[src/rtl/vga_rx_timing.sv]
// ---------------------------------------------------------------------------
// vga_rx_timing
//
// Receive-side timing recovery for 640x480 VGA (800x525 total). Samples the
// incoming syncs and 4-4-4 colour on the pixel clock. It recovers the
// horizontal/vertical counters from the sync falls and locks to the expected
// timing. It reports pixel position, active-video valid and 3-3-2 colour, with
// a 2-cycle latency from the input pins.
//
// Optional feature (compile-time macro VGA_RX_BLANK_CHECK_EN):
//   when defined, any non-zero colour seen while locked and outside the active
//   area sets the sticky blank_err flag; when undefined blank_err is tied 0.
//
// Ports:
//   vgaclk       in   pixel clock (25 MHz)
//   rst_n        in   asynchronous active-low reset
//   hsync_in     in   incoming hsync, active-low pulse
//   vsync_in     in   incoming vsync, active-low pulse
//   red_in       in   4-bit red
//   green_in     in   4-bit green
//   blue_in      in   4-bit blue
//   pix_x        out  recovered horizontal count
//   pix_y        out  recovered vertical count
//   pix_valid    out  locked and inside the active area
//   pix_red      out  red_in[3:1]
//   pix_green    out  green_in[3:1]
//   pix_blue     out  blue_in[3:2]
//   frame_start  out  one-cycle pulse with pixel (0,0)
//   locked       out  in LOCKED state
//   err_cnt      out  saturating count of lock losses
//   blank_err    out  sticky non-zero-colour-in-blanking flag
//
// state   | meaning
// --------+-----------------------------------------------------------------
// SEARCH  | no timing reference; waiting for the first hsync fall
// H_ALIGN | hc aligned to hsync; counting good lines, waiting for vsync fall
// LOCKED  | both counters aligned; every sync fall is checked against them
// ---------------------------------------------------------------------------
module vga_rx_timing #(
    parameter int H_ACTIVE   = 640,
    parameter int H_FP       = 16,
    parameter int H_SYNC     = 96,
    parameter int H_BP       = 48,
    parameter int V_ACTIVE   = 480,
    parameter int V_FP       = 10,
    parameter int V_SYNC     = 2,
    parameter int V_BP       = 33,
    parameter int LOCK_LINES = 4
) (
    input  logic       vgaclk,
    input  logic       rst_n,
    input  logic       hsync_in,
    input  logic       vsync_in,
    input  logic [3:0] red_in,
    input  logic [3:0] green_in,
    input  logic [3:0] blue_in,
    output logic [9:0] pix_x,
    output logic [9:0] pix_y,
    output logic       pix_valid,
    output logic [2:0] pix_red,
    output logic [2:0] pix_green,
    output logic [1:0] pix_blue,
    output logic       frame_start,
    output logic       locked,
    output logic [7:0] err_cnt,
    output logic       blank_err
);

    localparam int H_TOTAL  = H_ACTIVE + H_FP + H_SYNC + H_BP;
    localparam int V_TOTAL  = V_ACTIVE + V_FP + V_SYNC + V_BP;
    localparam int HS_START = H_ACTIVE + H_FP;
    localparam int VS_START = V_ACTIVE + V_FP;
    localparam int TMO_CYC  = H_TOTAL + 8;
    localparam int MW       = $clog2(LOCK_LINES + 1);
    localparam int TW       = $clog2(TMO_CYC);

    localparam logic [9:0]    HC_LAST    = 10'(H_TOTAL - 1);
    localparam logic [9:0]    VC_LAST    = 10'(V_TOTAL - 1);
    localparam logic [9:0]    HC_SYNC    = 10'(HS_START);
    localparam logic [9:0]    HC_SYNC1   = 10'(HS_START + 1);
    localparam logic [9:0]    VC_SYNC    = 10'(VS_START);
    localparam logic [9:0]    HC_ACT     = 10'(H_ACTIVE);
    localparam logic [9:0]    VC_ACT     = 10'(V_ACTIVE);
    localparam logic [MW-1:0] MATCH_FULL = MW'(LOCK_LINES);
    localparam logic [TW-1:0] TMO_LOAD   = TW'(TMO_CYC - 1);

    typedef enum logic [1:0] {
        SEARCH  = 2'd0,
        H_ALIGN = 2'd1,
        LOCKED  = 2'd2
    } state_t;

    state_t         state;
    logic           s_hsync, s_vsync, p_hsync, p_vsync;
    logic [3:0]     s_red, s_green, s_blue;
    logic [9:0]     hc, vc;
    logic [MW-1:0]  match;
    logic [TW-1:0]  tmr;

    logic           hs_fall, vs_fall;
    logic [9:0]     hc_inc, vc_inc, vc_cur;
    logic           vs_align, lock_err, timeout, in_active;

    always_ff @(posedge vgaclk or negedge rst_n) begin
        if (!rst_n) begin
            s_hsync <= 1'b0;
            s_vsync <= 1'b0;
            p_hsync <= 1'b0;
            p_vsync <= 1'b0;
            s_red   <= '0;
            s_green <= '0;
            s_blue  <= '0;
        end else begin
            s_hsync <= hsync_in;
            s_vsync <= vsync_in;
            p_hsync <= s_hsync;
            p_vsync <= s_vsync;
            s_red   <= red_in;
            s_green <= green_in;
            s_blue  <= blue_in;
        end
    end

    assign hs_fall = !s_hsync && p_hsync;
    assign vs_fall = !s_vsync && p_vsync;

    assign hc_inc = (hc == HC_LAST) ? 10'd0 : hc + 10'd1;
    assign vc_inc = (hc != HC_LAST) ? vc : ((vc == VC_LAST) ? 10'd0 : vc + 10'd1);

    // The vsync fall that completes alignment defines this cycle as the first
    // sync line, so the forced value is also what the output stage sees.
    assign vs_align = (state == H_ALIGN) && vs_fall && !hs_fall &&
                      (match == MATCH_FULL) && (hc == 10'd0);
    assign vc_cur   = vs_align ? VC_SYNC : vc;

    assign lock_err = (state == LOCKED) &&
                      ((hs_fall && vs_fall) ||
                       (hs_fall && (hc != HC_SYNC)) ||
                       (vs_fall && !((hc == 10'd0) && (vc == VC_SYNC))));

    // tmr reaching zero without a fall marks the TMO_CYC-th silent cycle.
    assign timeout = (state != SEARCH) && !hs_fall && (tmr == '0);

    assign in_active = (hc < HC_ACT) && (vc < VC_ACT);

    always_ff @(posedge vgaclk or negedge rst_n) begin
        if (!rst_n) begin
            state   <= SEARCH;
            hc      <= '0;
            vc      <= '0;
            match   <= '0;
            tmr     <= '0;
            err_cnt <= '0;
            locked  <= 1'b0;
        end else begin
            if (hs_fall) begin
                tmr <= TMO_LOAD;
            end else if (tmr != '0) begin
                tmr <= tmr - TW'(1);
            end

            if (lock_err || timeout) begin
                state  <= SEARCH;
                locked <= 1'b0;
                match  <= '0;
                hc     <= hc_inc;
                vc     <= '0;
                if (err_cnt != 8'hFF) begin
                    err_cnt <= err_cnt + 8'd1;
                end
            end else begin
                case (state)
                    SEARCH: begin
                        vc <= '0;
                        if (hs_fall) begin
                            hc    <= HC_SYNC1;
                            match <= MW'(1);
                            state <= H_ALIGN;
                        end else begin
                            hc <= hc_inc;
                        end
                    end
                    H_ALIGN: begin
                        hc <= hc_inc;
                        vc <= vc_inc;
                        if (hs_fall) begin
                            if (hc == HC_SYNC) begin
                                if (match != MATCH_FULL) begin
                                    match <= match + MW'(1);
                                end
                            end else begin
                                hc    <= HC_SYNC1;
                                match <= MW'(1);
                            end
                        end else if (vs_align) begin
                            vc     <= VC_SYNC;
                            state  <= LOCKED;
                            locked <= 1'b1;
                        end
                    end
                    LOCKED: begin
                        hc <= hc_inc;
                        vc <= vc_inc;
                    end
                    default: begin
                        state  <= SEARCH;
                        locked <= 1'b0;
                    end
                endcase
            end
        end
    end

    always_ff @(posedge vgaclk or negedge rst_n) begin
        if (!rst_n) begin
            pix_x       <= '0;
            pix_y       <= '0;
            pix_valid   <= 1'b0;
            frame_start <= 1'b0;
            pix_red     <= '0;
            pix_green   <= '0;
            pix_blue    <= '0;
        end else begin
            pix_x       <= hc;
            pix_y       <= vc_cur;
            pix_valid   <= (state == LOCKED) && in_active;
            frame_start <= (state == LOCKED) && (hc == 10'd0) && (vc == 10'd0);
            pix_red     <= s_red[3:1];
            pix_green   <= s_green[3:1];
            pix_blue    <= s_blue[3:2];
        end
    end

`ifdef VGA_RX_BLANK_CHECK_EN
    always_ff @(posedge vgaclk or negedge rst_n) begin
        if (!rst_n) begin
            blank_err <= 1'b0;
        end else if ((state == LOCKED) && !in_active &&
                     ((s_red != 4'd0) || (s_green != 4'd0) || (s_blue != 4'd0))) begin
            blank_err <= 1'b1;
        end
    end
`else
    // Colour LSBs only matter to the blanking check.
    logic unused_lsb;
    assign unused_lsb = ^{s_red[0], s_green[0], s_blue[1:0]};
    assign blank_err  = 1'b0;
`endif

endmodule

[config.mk]
export PLATFORM = sky130hd
export DESIGN_NAME = vga_rx_timing
export DESIGN_NICKNAME = d
export VERILOG_FILES = /design/src/rtl/vga_rx_timing.sv
export SDC_FILE = /design/constraint.sdc
export NUM_CORES = 1
export LEC_CHECK = 0
export BUFFER_PORTS_ARGS = -buffer_cell sky130_fd_sc_hd__buf_2
export CAP_MARGIN = 15
export CORE_UTILIZATION = 61
export DETAILED_ROUTE_END_ITERATION = 12
export PLACE_DENSITY = 0.86
export SYNTH_ARGS = -nofsm -noshare
export SYNTH_HDL_FRONTEND = slang
export SYNTH_SLANG_ARGS = --single-unit
[constraint.sdc]
create_clock -name vgaclk -period 4.3 [get_ports vgaclk]
set_clock_uncertainty 0.15 [all_clocks]
set_input_delay 0.215 -clock vgaclk [delete_from_list [all_inputs] [get_ports vgaclk]]
set_output_delay 0.215 -clock vgaclk [all_outputs]
set_load 0.1 [all_outputs]
## Word level (Yosys, flattened, before mapping)

Index checks and enable logic that the tools add are counted.

- Output and inout bits: 40
- Word-level logic and storage cells: 114
- Input port bits: 16
- Register bits: 90

- Reduce and logical (&&, ||, !) cells: 38
- Multiplexer cells: 30
- Equality and inequality tests: 18
- Add/sub/neg operators: 5
- Magnitude comparators: 2

Operators with widths:

| cell | count |
|---|---|
| two-way mux 10 bit | 13 |
| one-hot mux 10 bit (3 select lines) | 2 |
| equality test 10 bit, second input constant | 3 |
| zero test 10 bit | 3 |
| adder 10 x 1 -> 10 bit, second input constant | 2 |
| != test 10 bit, second input constant | 2 |
| logical AND 1 bit | 17 |
| two-way mux 3 bit | 5 |
| equality test 10 x 9 -> 1 bit, second input constant | 1 |
| less-than comparator 10 bit, second input constant | 1 |
| less-than comparator 10 x 9 -> 1 bit, second input constant | 1 |
| nonzero test 10 bit | 1 |
| subtractor 10 x 1 -> 10 bit, second input constant | 1 |
| != test 3 x 2 -> 1 bit, second input constant | 3 |
| adder 8 x 1 -> 8 bit, second input constant | 1 |
| two-way mux 2 bit | 4 |
| != test 8 bit, second input constant | 1 |
| AND reduction 4 bit | 2 |
| != test 3 bit, second input constant | 2 |
| one-hot mux 2 bit (3 select lines) | 1 |
| one-hot mux 3 bit (2 select lines) | 1 |
| zero test 1 bit | 4 |
| != test 2 x 1 -> 1 bit, second input constant | 2 |
| != test 4 x 3 -> 1 bit, second input constant | 1 |
| 14 further kinds | 19 |

## Depth between registers and ports, before layout

- Word-level depth: 10
- Depth in mapped cells: 10
- Mapped depth without buffers: 8

## Least setup slack after synthesis

Ideal clock, no wire load.

- Path type: reg2reg
- Start: reg hc[0]
- End: reg err_cnt[1]
- Stages on the path, launching flop included: 9
- Period minus slack after synthesis: 2.844 ns
- Buffers on the path: 0
- Required time: 4.024 ns
- Slack: 1.456 ns
- Library setup time: 0.126 ns
- Arrival: 2.569 ns
- Path through: dfrtp_1 inv_1 ha_1 or3b_1 or4_4 o41ai_4 o21a_2 nor2_1 mux2_2

- Longest elaborated chain between the ends: 8
- Elaborated cells between the ends (all ways): 11
- Those cells by class: eq/ne (1); reduce/logical (10)

RTL lines:

| item | line | RTL |
|---|---|---|
| start: declaration | 96 | `logic [9:0] hc, vc;` |
| start signal: assignment | 166 | `hc <= hc_inc;` |
| start signal: assignment | 180 | `hc <= hc_inc;` |
| start signal: assignment | 184 | `hc <= hc_inc;` |
| zero test 10 bit | 139 | `(vs_fall && !((hc == 10'd0) && (vc == VC_SYNC))));` |
| logical AND 1 bit | 139 |  |
| zero test 1 bit | 139 |  |
| logical AND 1 bit | 139 |  |
| logical OR 1 bit (*) | 138 | `(hs_fall && (hc != HC_SYNC)) \|\|` |
| logical AND 1 bit (*) | 136 | `assign lock_err = (state == LOCKED) &&` |
| logical OR 1 bit (*) | 162 | `if (lock_err \|\| timeout) begin` |
| AND reduction 2 bit (no source line) (*) | n/a |  |
| end signal: assignment | 169 | `err_cnt <= err_cnt + 8'd1;` |
| end: declaration | 65 | `output logic [7:0] err_cnt,` |

Every way passes the cells marked *; elsewhere a longest branch is shown, timed or not.
A chain may end at the register's enable or synchronous reset.

## Worst setup path after layout

- Start: reg hc[0]
- End: reg hc[2]

- Longest elaborated chain between the ends: 8
- Elaborated cells between the ends (all ways): 20
- Those cells by class: add/sub (1); eq/ne (3); mux (6); reduce/logical (10)

RTL lines:

| item |
|---|
| branches (longest 8 deep; another with adder 10 x 1 -> 10 bit) |

Several ways; the timed one is not identified.

==> flow_summary.toml <==
[final_layout]
design_area_mm2 = 0.004584
drive_gt1_share_pct = 17.69
area_growth_pct = 15.51
insertedDiodeCount = 0
fillers = 463
nNetsFinal = 467

[clock_tree]
cts_resized = 0
worstSkewPairLatency_ns = 0.36
clk_pin_slew_ns = 0.08
cts_tree = "yes"
cts_made_buffers = 9
h-tree-depth = 3
cts.sink_count = 86
root_buffer = "clkbuf_8"
cts_max_path_buffers = 2

[floorplanning]
core_area_mm2 = 0.006314
start_util_pct = 62.86
pin_count = 56
dieArea_mm2 = 0.006833
die_h_um = 82.66
die_x_um = 82.66
placement_rows = 29

[routing]
drc = 0
drtIter0Drc = 275
num_vias = 3241
wire_per_inst_um = 16.33
drt_pass1_iterations = 5
drtAntennaViolNets = 0
viasPerCell = 6.257
drt-total-wl_um = 8457

[outcome]
outcome = "complete, no violations"

[logic_synthesis]
synth_top_area_share_pct = 54.22
syn_inst = 379
synth_async_sr_flop_share_pct = 100.0
ys_seq_area_share_pct = 54.22
synth_commonest_cells = "86 x dfrtp_1, 29 x nand2_1, 27 x a21oi_1, 23 x nor2_1, 19 x inv_1"
yosysUniqueCellTypes = 57
syn_nets = 409
yosysMostFrequentCell = "dfrtp_1"
syn_area_mm2 = 0.003969
synth_enable_flop_cells = 0
synth_top_cell_by_area = "dfrtp_1"
synth_area_leaders = "dfrtp_1 54%, ha_1 4.4%, a21oi_1 3.4%, nand2_1 2.7%, nor2_1 2.2%"
synth-seq-cells = 86
syn_area_per_cell_um2 = 10.47
ys.flop_type = "dfrtp_1"
yosys_warnings = 0

[timing]
setup_viol = 0
tightest_slew_ns = 1.175
finalHoldViolations = 0
period_needed_ns = 3.585
max_clock_freq_mhz = 278.9
slew_headroom_pct = 20.81
grt_setup_unrepaired = "no"
tns_ns = 0
period_share_pct = 83.37
drv_slew = 0

[grt]
grt_pass1_wl_um = 13910
track_usage_pct = 27.72
grt_pass1_vias = 3002
overflow = 0
grt_start_max_net_pins = 87
antenna_found_initial = 0

[power_and_ir_drop]
p_switching_uw = 1410
intPower_uw = 1588
p_comb_share_pct = 44.6
vdd_drop_max_uv = 590.1
sw_frac_of_total_pct = 47.02
seqPwrFrac_pct = 36.4
clock_power_share_pct = 19.0
power_leakage_uw = 0.002181
power.density_mw_per_mm2 = 654.0

[worst_setup_path]
path_class = "reg -> reg"
worst_ep_required_time_ns = 4.41
start_kind = "flip-flop"
critPathMaxFanout = 11
arrival_ns = 3.70
critPathCaptureType = "flip-flop"

[flow_run]
drv_cap = 0

[placement]
gp_routability_congestion = 0.9221
place_area_mm2 = 0.004248
io_buffer_count = 50
hpwl_um = 5598

[worst_hold_path]
min-delay-path-class = "reg -> reg"
==> power by group through the flow <==
stage	Clock, uW	Sequential [uW]	Combinational, uW
floorplan	0	1530	616
global placement	0	1090	1270
detailed placement	0	1100	1310
CTS	576	1090	1320
global route	614	1120	1440
finish	570	1090	1340
==> repair_timing <==
item	4_1_cts	5_1_grt
setup buffers	0	0
setup endpoints to repair	0	0
hold endpoints to repair	96	0
hold buffers	11	0
==> path summary, 6_finish.rpt <==
path / endpoint / slack (ns) / start / depth (start not counted)
min in group asynchronous: pix_red[0]$_DFF_PN0_ / 0.21 / rst_n / 2
min: pix_red[1]$_DFF_PN0_ / 0.20 / s_red[2]$_DFF_PN0_ / 0
max in group asynchronous: match[2]$_DFFE_PN0P_ / 3.19 / rst_n / 3
min reg2reg: pix_red[1]$_DFF_PN0_ / 0.20 / s_red[2]$_DFF_PN0_ / 0
max reg2reg: hc[2]$_DFFE_PN0P_ / 0.71 / hc[0]$_DFFE_PN0P_ / 8
max: hc[2]$_DFFE_PN0P_ / 0.71 / hc[0]$_DFFE_PN0P_ / 8
==> critical path, cell delays in order, from the launching register on <==
cell	delay, ns
dfrtp_1	0.45
inv_1	0.11
ha_1	0.13
or3b_1	0.44
or4_4	0.54
o41ai_4	0.52
o21ai_0	0.55
and3_1	0.38
nor3_1	0.22
==> cell usage in the layout, fill, tap and decap left out, drive strengths merged, types with 6 or more instances in the layout <==
| master | instances |
|---|---|
| dfrtp | 86 |
| buf | 52 |
| nand2 | 29 |
| a21oi | 27 |
| nor2 | 23 |
| inv | 19 |
| o21ai | 18 |
| ha | 14 |
| nor3 | 12 |
| clkbuf | 12 |
| nand3 | 11 |
| dlygate4sd3 | 11 |
| a31oi | 10 |
| and3 | 8 |
| xor2 | 8 |
| nor4 | 6 |
| nand4 | 6 |
==> metal layers <==
metal	vias to the layer above	global-route usage, %	wire (um)
li1	1473	-	-
met1	1576	34.47	3452
met2	155	45.41	4248
met3	37	5.824	503
met4	0	14.48	253
met5	-	0	0
==> area by class of cell <==
| cell class | count | area (um2) | area share, % |
|---|---|---|---|
| inverter | 19 | 71.32 | 1.556 |
| multi-input combinational | 258 | 1668 | 36.38 |
| tap | 77 | 96.34 | 2.102 |
| timing repair buffer | 63 | 397.9 | 8.679 |
| clock buffer | 12 | 155.1 | 3.384 |
| clock inverter | 3 | 43.79 | 0.9552 |
| sequential | 86 | 2152 | 46.94 |
==> flip-flops by register name (all words and copies together), names as in the netlist, 2 cells and up <==
| signal | flops |
|---|---|
| hc | 10 |
| pix_red | 3 |
| vc | 10 |
| pix_green | 3 |
| state | 2 |
| err_cnt | 8 |
| s_green | 3 |
| pix_blue | 2 |
| pix_x | 10 |
| tmr | 10 |
| pix_y | 10 |
| s_blue | 2 |
| s_red | 3 |
| match | 3 |
==> metrics by stage <==
stage / setup WS, ns / hold slack (ns) / cells / power, uW / util (%)
final: 0.7149 / 0.2018 / 518 / 2998 / 72.61
after detailed placement: 0.7781 / 0.1746 / 491 / 2410 / 67.28
after floorplan: 1.456 / -0.2306 / 379 / 2146 / -
after global routing: 0.5410 / 0.2180 / 518 / 3167 / 72.61
after global placement: 0.9554 / 0.1730 / 491 / 2358 / 67.28
after CTS: 0.7639 / 0.2023 / 517 / 2984 / 72.18
==> logic make-up (layout without fill, tap and decap cells) <==
logic type,count (synthesis),in the layout,synth area share (%)
buffers and inverters,35,97,3.752
XOR/XNOR,12,12,2.648
AND/OR/NAND/NOR,135,135,18.38
adder cells (fa/ha/maj),14,14,4.414
AO/OA/AOI/OAI,92,92,15.42
flip-flops,86,86,54.22
other,1,1,0.09449
multiplexers,4,4,1.072
Power figures use the tool's default switching activity.
